--- src/rtl/tx_pkg.sv ---
// Shared MAC transaction types.
package tx_pkg;

    // Per-transaction operand datatype carried alongside each operand pair.
    typedef enum logic {
        MAC_DATATYPE_FP8 = 1'b0,
        MAC_DATATYPE_INT = 1'b1
    } mac_datatype;

endpackage

--- src/rtl/mac_mul_mid_if.sv ---
// Operand-in / product-out handshake bundle for mac_mul_mid.
// The slave modport is the multiplier's view; master is the producer/consumer side.
interface mac_mul_mid_if;
    import tx_pkg::*;

    // Upstream operand pair from the two mid-format decoders
    logic        i_valid;
    logic        o_ready;
    mac_datatype i_datatype;
    logic        i_a_iszero;
    logic        i_a_sign;
    logic [3:0]  i_a_exp;
    logic [8:0]  i_a_mant;
    logic        i_b_iszero;
    logic        i_b_sign;
    logic [3:0]  i_b_exp;
    logic [8:0]  i_b_mant;

    // Downstream raw product towards the aligner/accumulator
    logic        o_valid;
    logic        i_ready;
    mac_datatype o_datatype;
    logic        o_iszero;
    logic        o_sign;
    logic [4:0]  o_exp;
    logic [17:0] o_mant;

    modport slave (
        input  i_valid,
        output o_ready,
        input  i_datatype,
        input  i_a_iszero,
        input  i_a_sign,
        input  i_a_exp,
        input  i_a_mant,
        input  i_b_iszero,
        input  i_b_sign,
        input  i_b_exp,
        input  i_b_mant,
        output o_valid,
        input  i_ready,
        output o_datatype,
        output o_iszero,
        output o_sign,
        output o_exp,
        output o_mant
    );

    modport master (
        output i_valid,
        input  o_ready,
        output i_datatype,
        output i_a_iszero,
        output i_a_sign,
        output i_a_exp,
        output i_a_mant,
        output i_b_iszero,
        output i_b_sign,
        output i_b_exp,
        output i_b_mant,
        input  o_valid,
        output i_ready,
        input  o_datatype,
        input  o_iszero,
        input  o_sign,
        input  o_exp,
        input  o_mant
    );

endinterface

--- src/rtl/mac_mul_mid.sv ---
// mac_mul_mid: two-stage elastic operand multiplier for the mid-format MAC.
// S1 registers the accepted operand pair, S2 registers the raw unnormalised product.
// FP8 mode: exponent sum of effective exponents, 4x4 unsigned significand product.
// INT mode: 9x9 signed product, sign taken from the product MSB.
// Optional feature macro: MAC_MUL_MID_STAT_EN adds a saturating zero-product
// counter (o_zero_cnt) with a synchronous clear (i_stat_clr).
module mac_mul_mid
    import tx_pkg::*;
(
    input  logic        i_clk,
    input  logic        i_rst,
`ifdef MAC_MUL_MID_STAT_EN
    input  logic        i_stat_clr,
    output logic [15:0] o_zero_cnt,
`endif
    mac_mul_mid_if.slave bus
);

    typedef struct packed {
        logic       iszero;
        logic       sign;
        logic [3:0] exponent;
        logic [8:0] mant;
    } operand_t;

    // ------------------------------------------------------------------
    // Stage registers
    // ------------------------------------------------------------------
    logic        s1_valid_q, s1_valid_d;
    mac_datatype s1_dt_q;
    operand_t    s1_a_q, s1_b_q;

    logic        s2_valid_q, s2_valid_d;
    mac_datatype s2_dt_q;
    logic        s2_iszero_q;
    logic        s2_sign_q;
    logic [4:0]  s2_exp_q;
    logic [17:0] s2_mant_q;

    // ------------------------------------------------------------------
    // Flow control
    // ------------------------------------------------------------------
    logic s1_move;
    logic in_ready;
    logic in_accept;
    logic s2_load;

    // Handshake decode: S2 advances when empty or drained, S1 when empty or moving.
    always_comb begin
        s1_move    = !s2_valid_q || bus.i_ready;
        in_ready   = !s1_valid_q || s1_move;
        in_accept  = bus.i_valid && in_ready;
        s2_load    = s1_move && s1_valid_q;
        // An empty stage always reloads from its predecessor, so bubbles collapse.
        s1_valid_d = in_ready ? bus.i_valid : s1_valid_q;
        s2_valid_d = s1_move ? s1_valid_q : s2_valid_q;
    end

    // Stage valid flags.
    always_ff @(posedge i_clk or posedge i_rst) begin
        if (i_rst) begin
            s1_valid_q <= 1'b0;
            s2_valid_q <= 1'b0;
        end else begin
            s1_valid_q <= s1_valid_d;
            s2_valid_q <= s2_valid_d;
        end
    end

    // S1 operand capture on accept.
    always_ff @(posedge i_clk or posedge i_rst) begin
        if (i_rst) begin
            s1_dt_q <= MAC_DATATYPE_FP8;
            s1_a_q  <= '0;
            s1_b_q  <= '0;
        end else if (in_accept) begin
            s1_dt_q <= bus.i_datatype;
            s1_a_q  <= '{iszero:   bus.i_a_iszero,
                         sign:     bus.i_a_sign,
                         exponent: bus.i_a_exp,
                         mant:     bus.i_a_mant};
            s1_b_q  <= '{iszero:   bus.i_b_iszero,
                         sign:     bus.i_b_sign,
                         exponent: bus.i_b_exp,
                         mant:     bus.i_b_mant};
        end
    end

    // ------------------------------------------------------------------
    // Product datapath (between S1 and S2)
    // ------------------------------------------------------------------
    logic [4:0]         eff_exp_a;
    logic [4:0]         eff_exp_b;
    logic [7:0]         fp_prod;
    logic signed [17:0] int_prod;
    logic               prod_iszero;
    logic               prod_sign;
    logic [4:0]         prod_exp;
    logic [17:0]        prod_mant;

    // Compute the raw product of the operand pair held in S1.
    always_comb begin
        // Subnormals (exp field 0) share the exponent of the smallest normal.
        eff_exp_a = (s1_a_q.exponent == 4'd0) ? 5'd1 : {1'b0, s1_a_q.exponent};
        eff_exp_b = (s1_b_q.exponent == 4'd0) ? 5'd1 : {1'b0, s1_b_q.exponent};
        fp_prod   = {4'b0, s1_a_q.mant[3:0]} * {4'b0, s1_b_q.mant[3:0]};
        int_prod  = $signed({{9{s1_a_q.mant[8]}}, s1_a_q.mant})
                  * $signed({{9{s1_b_q.mant[8]}}, s1_b_q.mant});

        prod_iszero = s1_a_q.iszero | s1_b_q.iszero;
        prod_sign   = 1'b0;
        prod_exp    = '0;
        prod_mant   = '0;

        // A zero operand forces a clean all-zero product in both modes.
        if (!prod_iszero) begin
            if (s1_dt_q == MAC_DATATYPE_FP8) begin
                prod_sign = s1_a_q.sign ^ s1_b_q.sign;
                prod_exp  = eff_exp_a + eff_exp_b;
                prod_mant = {10'b0, fp_prod};
            end else begin
                prod_mant = int_prod;
                prod_sign = int_prod[17];
            end
        end
    end

    // S2 product capture when S1 advances with a valid entry.
    always_ff @(posedge i_clk or posedge i_rst) begin
        if (i_rst) begin
            s2_dt_q     <= MAC_DATATYPE_FP8;
            s2_iszero_q <= 1'b0;
            s2_sign_q   <= 1'b0;
            s2_exp_q    <= '0;
            s2_mant_q   <= '0;
        end else if (s2_load) begin
            s2_dt_q     <= s1_dt_q;
            s2_iszero_q <= prod_iszero;
            s2_sign_q   <= prod_sign;
            s2_exp_q    <= prod_exp;
            s2_mant_q   <= prod_mant;
        end
    end

    // ------------------------------------------------------------------
    // Outputs
    // ------------------------------------------------------------------
    assign bus.o_ready    = in_ready;
    assign bus.o_valid    = s2_valid_q;
    assign bus.o_datatype = s2_dt_q;
    assign bus.o_iszero   = s2_iszero_q;
    assign bus.o_sign     = s2_sign_q;
    assign bus.o_exp      = s2_exp_q;
    assign bus.o_mant     = s2_mant_q;

`ifdef MAC_MUL_MID_STAT_EN
    // ------------------------------------------------------------------
    // Zero-product statistics
    // ------------------------------------------------------------------
    logic [15:0] zero_cnt_q, zero_cnt_d;
    logic        zero_emit;

    // Next count: clear beats increment, increment saturates.
    always_comb begin
        zero_emit  = s2_valid_q && bus.i_ready && s2_iszero_q;
        zero_cnt_d = zero_cnt_q;
        if (i_stat_clr) begin
            zero_cnt_d = '0;
        end else if (zero_emit && (zero_cnt_q != 16'hFFFF)) begin
            zero_cnt_d = zero_cnt_q + 16'd1;
        end
    end

    // Zero-product counter register.
    always_ff @(posedge i_clk or posedge i_rst) begin
        if (i_rst) begin
            zero_cnt_q <= '0;
        end else begin
            zero_cnt_q <= zero_cnt_d;
        end
    end

    assign o_zero_cnt = zero_cnt_q;
`endif

    // ------------------------------------------------------------------
    // Protocol properties
    // ------------------------------------------------------------------
    // A stalled product must not change under the consumer.
    a_hold_stable: assert property (@(posedge i_clk) disable iff (i_rst)
        (s2_valid_q && !bus.i_ready) |=>
            (s2_valid_q && $stable({s2_dt_q, s2_iszero_q, s2_sign_q, s2_exp_q, s2_mant_q})));

    // Zero products carry no stray sign/exponent/mantissa bits.
    a_zero_clean: assert property (@(posedge i_clk) disable iff (i_rst)
        (s2_valid_q && s2_iszero_q) |->
            (!s2_sign_q && (s2_exp_q == 5'd0) && (s2_mant_q == 18'd0)));

endmodule
--- src/flat_wrapper.sv ---
// flat-port wrapper written by rule: the top's interface ports become plain ports
module mac_mul_mid_flat import tx_pkg::*;
  (i_clk, i_rst, bus_i_valid, bus_o_ready, bus_i_datatype, bus_i_a_iszero, bus_i_a_sign, bus_i_a_exp, bus_i_a_mant, bus_i_b_iszero, bus_i_b_sign, bus_i_b_exp, bus_i_b_mant, bus_o_valid, bus_i_ready, bus_o_datatype, bus_o_iszero, bus_o_sign, bus_o_exp, bus_o_mant);
  mac_mul_mid_if bus_i ();
  input  logic i_clk;
  input  logic i_rst;
  input wire logic [$bits(bus_i.i_valid)-1:0] bus_i_valid;
  output wire logic [$bits(bus_i.o_ready)-1:0] bus_o_ready;
  input wire logic [$bits(bus_i.i_datatype)-1:0] bus_i_datatype;
  input wire logic [$bits(bus_i.i_a_iszero)-1:0] bus_i_a_iszero;
  input wire logic [$bits(bus_i.i_a_sign)-1:0] bus_i_a_sign;
  input wire logic [$bits(bus_i.i_a_exp)-1:0] bus_i_a_exp;
  input wire logic [$bits(bus_i.i_a_mant)-1:0] bus_i_a_mant;
  input wire logic [$bits(bus_i.i_b_iszero)-1:0] bus_i_b_iszero;
  input wire logic [$bits(bus_i.i_b_sign)-1:0] bus_i_b_sign;
  input wire logic [$bits(bus_i.i_b_exp)-1:0] bus_i_b_exp;
  input wire logic [$bits(bus_i.i_b_mant)-1:0] bus_i_b_mant;
  output wire logic [$bits(bus_i.o_valid)-1:0] bus_o_valid;
  input wire logic [$bits(bus_i.i_ready)-1:0] bus_i_ready;
  output wire logic [$bits(bus_i.o_datatype)-1:0] bus_o_datatype;
  output wire logic [$bits(bus_i.o_iszero)-1:0] bus_o_iszero;
  output wire logic [$bits(bus_i.o_sign)-1:0] bus_o_sign;
  output wire logic [$bits(bus_i.o_exp)-1:0] bus_o_exp;
  output wire logic [$bits(bus_i.o_mant)-1:0] bus_o_mant;
  assign bus_i.i_valid = bus_i_valid;
  assign bus_o_ready = bus_i.o_ready;
  assign bus_i.i_datatype = bus_i_datatype;
  assign bus_i.i_a_iszero = bus_i_a_iszero;
  assign bus_i.i_a_sign = bus_i_a_sign;
  assign bus_i.i_a_exp = bus_i_a_exp;
  assign bus_i.i_a_mant = bus_i_a_mant;
  assign bus_i.i_b_iszero = bus_i_b_iszero;
  assign bus_i.i_b_sign = bus_i_b_sign;
  assign bus_i.i_b_exp = bus_i_b_exp;
  assign bus_i.i_b_mant = bus_i_b_mant;
  assign bus_o_valid = bus_i.o_valid;
  assign bus_i.i_ready = bus_i_ready;
  assign bus_o_datatype = bus_i.o_datatype;
  assign bus_o_iszero = bus_i.o_iszero;
  assign bus_o_sign = bus_i.o_sign;
  assign bus_o_exp = bus_i.o_exp;
  assign bus_o_mant = bus_i.o_mant;
  mac_mul_mid u_core (.i_clk(i_clk), .i_rst(i_rst), .bus(bus_i));
endmodule
--- config.mk ---
export PLATFORM = sky130hd
export DESIGN_NAME = mac_mul_mid_flat
export DESIGN_NICKNAME = d
export VERILOG_FILES = /design/src/rtl/tx_pkg.sv /design/src/rtl/mac_mul_mid_if.sv /design/src/rtl/mac_mul_mid.sv /design/src/flat_wrapper.sv
export SDC_FILE = /design/constraint.sdc
export NUM_CORES = 1
export LEC_CHECK = 0
export ABC_AREA = 1
export ABC_CLOCK_PERIOD_IN_PS = 4650
export CORE_ASPECT_RATIO = 1.25
export CORE_MARGIN = 2
export CORE_UTILIZATION = 25
export DETAILED_ROUTE_END_ITERATION = 16
export PLACE_DENSITY = 0.51
export SLEW_MARGIN = 15
export SYNTH_ARGS = -nofsm -noshare
export SYNTH_HDL_FRONTEND = slang
export SYNTH_SLANG_ARGS = --single-unit
--- constraint.sdc ---
create_clock -name i_clk -period 4.65 [get_ports i_clk]
set_input_delay 0.93 -clock i_clk [delete_from_list [all_inputs] [get_ports i_clk]]
set_output_delay 0.93 -clock i_clk [all_outputs]
set_load 0.01 [all_outputs]
==> impl_metrics.csv <==
group,metric,value,unit
grt,antenna_found_initial,0,
yosys,synth_top_area_share,0.252,
grt,grt_remaining_overflow,0,
sta,finalCriticalPeriod,4410,ps
sta,hold_viol,0,
route,vias_per_cell,4.33,
placement,port_buffers,62,
yosys,syn_nets,843,
clock_network,cts_tree,"done",
sta,skew,12.1,ps
setup_path,critPathMaxStageDelay,540,ps
run,drv_cap,0,
grt,grt_pass1_vias,4772,
yosys,yosysUniqueCellTypes,33,
layout,fillers,2487,
clock_network,clk_latency,340,ps
setup_path,start_kind,"flip-flop",
route,ant_nets,0,
route,drt_iter0_drc,130,
floorplanning,fp.dieH,177,µm
clock_network,htreeDepth,3,
layout,num_antenna_cells,0,
yosys,synth_top_area_cell,"fa_1",
clock_network,cts_buffers,9,
clock_network,clk_path_buf_depth,2,
yosys,syn_area,0.00596,mm²
yosys,synth_common_cells,"nand2_1, inv_1, fa_1",
sta,setup_slack,244,ps
placement,place_hpwl,11900,µm
yosys,synth_area_leaders,"fa_1, dfrtp_1, ha_1",
layout,drive_above_1_share,0.139,
route,wirelength,14600,µm
layout,nNetsFinal,913,
yosys,synthArstFlopShare,1.00,
setup_path,cp_max_fo,7,
yosys,yosysWarningCount,0,
sta,setup_viol,0,
setup_path,path_buf_inv,1,
yosys,synth.avg_cell_area,8.75,µm²
sta,grt_setup_unrepaired,"yes",
floorplanning,ioPinCount,63,
yosys,ys_ff_latch,59,
floorplanning,die_area,0.0251,mm²
grt,grt_max_degree,39,
clock_network,cts_root_buffer,"clkbuf_16",
floorplanning,die-width,142,µm
clock_network,clock_sinks,59,
yosys,seq_area_frac_synth,0.248,
sta,fmax,0.227,GHz
route,wl_per_cell,14.0,µm
outcome,outcome,"finished clean",
setup_path,critPathSlowestCell,"fa_1",
route,drc,0,
grt,grt_pass1_wl,24000,µm
floorplanning,core,0.0236,mm²
layout,multiInputGateArea,0.00388,mm²
yosys,syn_inst,681,
setup_path,critical_path.top_delay_family,"adder cells",
sta,period_share,0.947,
setup_path,path_class,"reg -> reg",
setup_path,crit_path_cell_trace,"nand2_1, fa_1, fa_1, inv_1, fa_1, fa_1, fa_1, ha_4, nand2_1, o21ai_2, nand2_1, nand2_2, nand2_1, nand2_1, nand2_1, nand3_1, nand2_1",
layout,seq_area,0.00149,mm²
setup_path,cp_common_cell,"nand2_1",
layout,syn_to_final_growth,23.7,%
floorplanning,rows,63,
placement,gp_congestion,0.823,
setup_path,worstSetupEndpointType,"flip-flop",
clock_network,clk_pin_slew_worst_paths,50,ps
yosys,synth_edf_count,0,
route,dr.pass1.iters,4,
sta,maxSlewHeadroom,0.383,
floorplanning,start_util,0.253,
yosys,synthFlopType,"dfrtp_1",
yosys,yosysMostFrequentCell,"nand2_1",
setup_path,cp.arrival,4630,ps
min_path,worstHoldPathType,"reg -> reg",
grt,track_usage,0.123,
placement,pre_cts_ws,-8.10,ps
setup_path,worstPathRequired,4880,ps
sta,worst_slew_pin_slew,923,ps
route,routed-via-count,4529,
sta,slew_violations,0,
-- state kept, by name, summed over array words and instances (netlist names) --
signal                 count
u_core.s1_b_q             15
u_core.bus.o_exp           5
u_core.s1_dt_q             1
u_core.bus.o_datatype      1
u_core.bus.o_valid         1
u_core.s1_valid_q          1
u_core.s1_a_q             15
u_core.bus.o_mant         18
u_core.bus.o_iszero        1
u_core.bus.o_sign          1
-- cell usage in the layout, fill, tap and decap left out, types with 2 or more instances in the layout --
| cell | n |
|---|---|
| a31oi_1 | 2 |
| clkdlybuf4s50_1 | 62 |
| a22oi_1 | 3 |
| a22o_1 | 5 |
| clkbuf_16 | 9 |
| a21o_1 | 3 |
| o21ai_0 | 15 |
| mux2_2 | 27 |
| nand3_1 | 17 |
| nand2_2 | 4 |
| buf_4 | 25 |
| nand2_1 | 164 |
| dfrtp_2 | 8 |
| inv_1 | 145 |
| fa_1 | 71 |
| nand4_1 | 3 |
| inv_2 | 2 |
| nor2_1 | 32 |
| o21ai_2 | 4 |
| nor2_4 | 2 |
| xnor2_1 | 3 |
| ha_2 | 4 |
| a21oi_1 | 14 |
| dfrtp_1 | 51 |
| clkinv_2 | 3 |
| xor2_1 | 5 |
| ha_4 | 3 |
| ha_1 | 45 |
| o31ai_1 | 3 |
| a21oi_2 | 4 |
| fa_2 | 4 |
| clkbuf_8 | 2 |
-- per-stage QoR --
stage                     area (µm²)  TNS, ps  hold slack, ps   util  instances
final                           7370        0             475  0.313       1046
after global routing            7370    -33.5             502  0.313       1046
after floorplan                 5960        0             481      -        681
after global placement          7000        0             465  0.297       1030
after CTS                       7270        0             485  0.308       1044
after detailed placement        7000    -10.2             472  0.297       1030
-- layer usage --
metal | part of all wire | vias to the layer above | GRT usage
li1 | - | 2197 | -
met5 | 0 | - | 0
met1 | 0.39 | 2261 | 0.136
met3 | 0.026 | 13 | 0.0193
met4 | 0.018 | 0 | 0.0371
met2 | 0.56 | 58 | 0.237
-- tightest hold or removal path: stages, from the launching register on --
cell and delay, ps:
dfrtp_1 340, nand2_1 50, o21ai_0 50
-- logic make-up after synthesis --
family / share of synthesized area
and+or+nand+nor: 0.155
buffers and inverters: 0.115
adders and majority gates: 0.361
DFF: 0.248
AOI/OAI and AO/OA: 0.0588
muxes: 0.0510
xor gates and xnor gates: 0.0118
-- area by class of cell --
type,count,share of cell area
tap,292,0.0496
sequential,59,0.202
clock buffer,11,0.0343
multi-input combinational,445,0.527
timing repair buffer,88,0.110
inverter,148,0.0754
clock inverter,3,0.00204
-- path summary, 6_finish.rpt --
kind | from | end | slack [ps] | cells past startpoint
worst max register to register | u_core.s1_a_q[2]$_DFFE_PP0P_ | u_core.bus.o_mant[15]$_DFFE_PP0P_ | 240 | 17
worst min register to register | u_core.bus.o_exp[4]$_DFFE_PP0P_ | u_core.bus.o_exp[4]$_DFFE_PP0P_ | 480 | 2
worst max-delay path | u_core.s1_a_q[2]$_DFFE_PP0P_ | u_core.bus.o_mant[15]$_DFFE_PP0P_ | 240 | 17
worst min-delay path | u_core.bus.o_exp[4]$_DFFE_PP0P_ | u_core.bus.o_exp[4]$_DFFE_PP0P_ | 480 | 2
max in group asynchronous | i_rst | u_core.bus.o_mant[7]$_DFFE_PP0P_ | 2820 | 3
min in group asynchronous | i_rst | u_core.s1_a_q[5]$_DFFE_PP0P_ | 940 | 2
-- timing repair --
| action | in CTS | in global routing |
|---|---|---|
| hold buffers | 0 | 0 |
| pin swaps | 0 | 7 |
| resized for setup | 1 | 26 |
| endpoints found under the setup margin | 2 | 11 |
| buffers inserted | 0 | 2 |
Power is left out: the tool's default activity adds up to more than one toggle a clock period on the data nets, which glitch-free logic cannot reach.
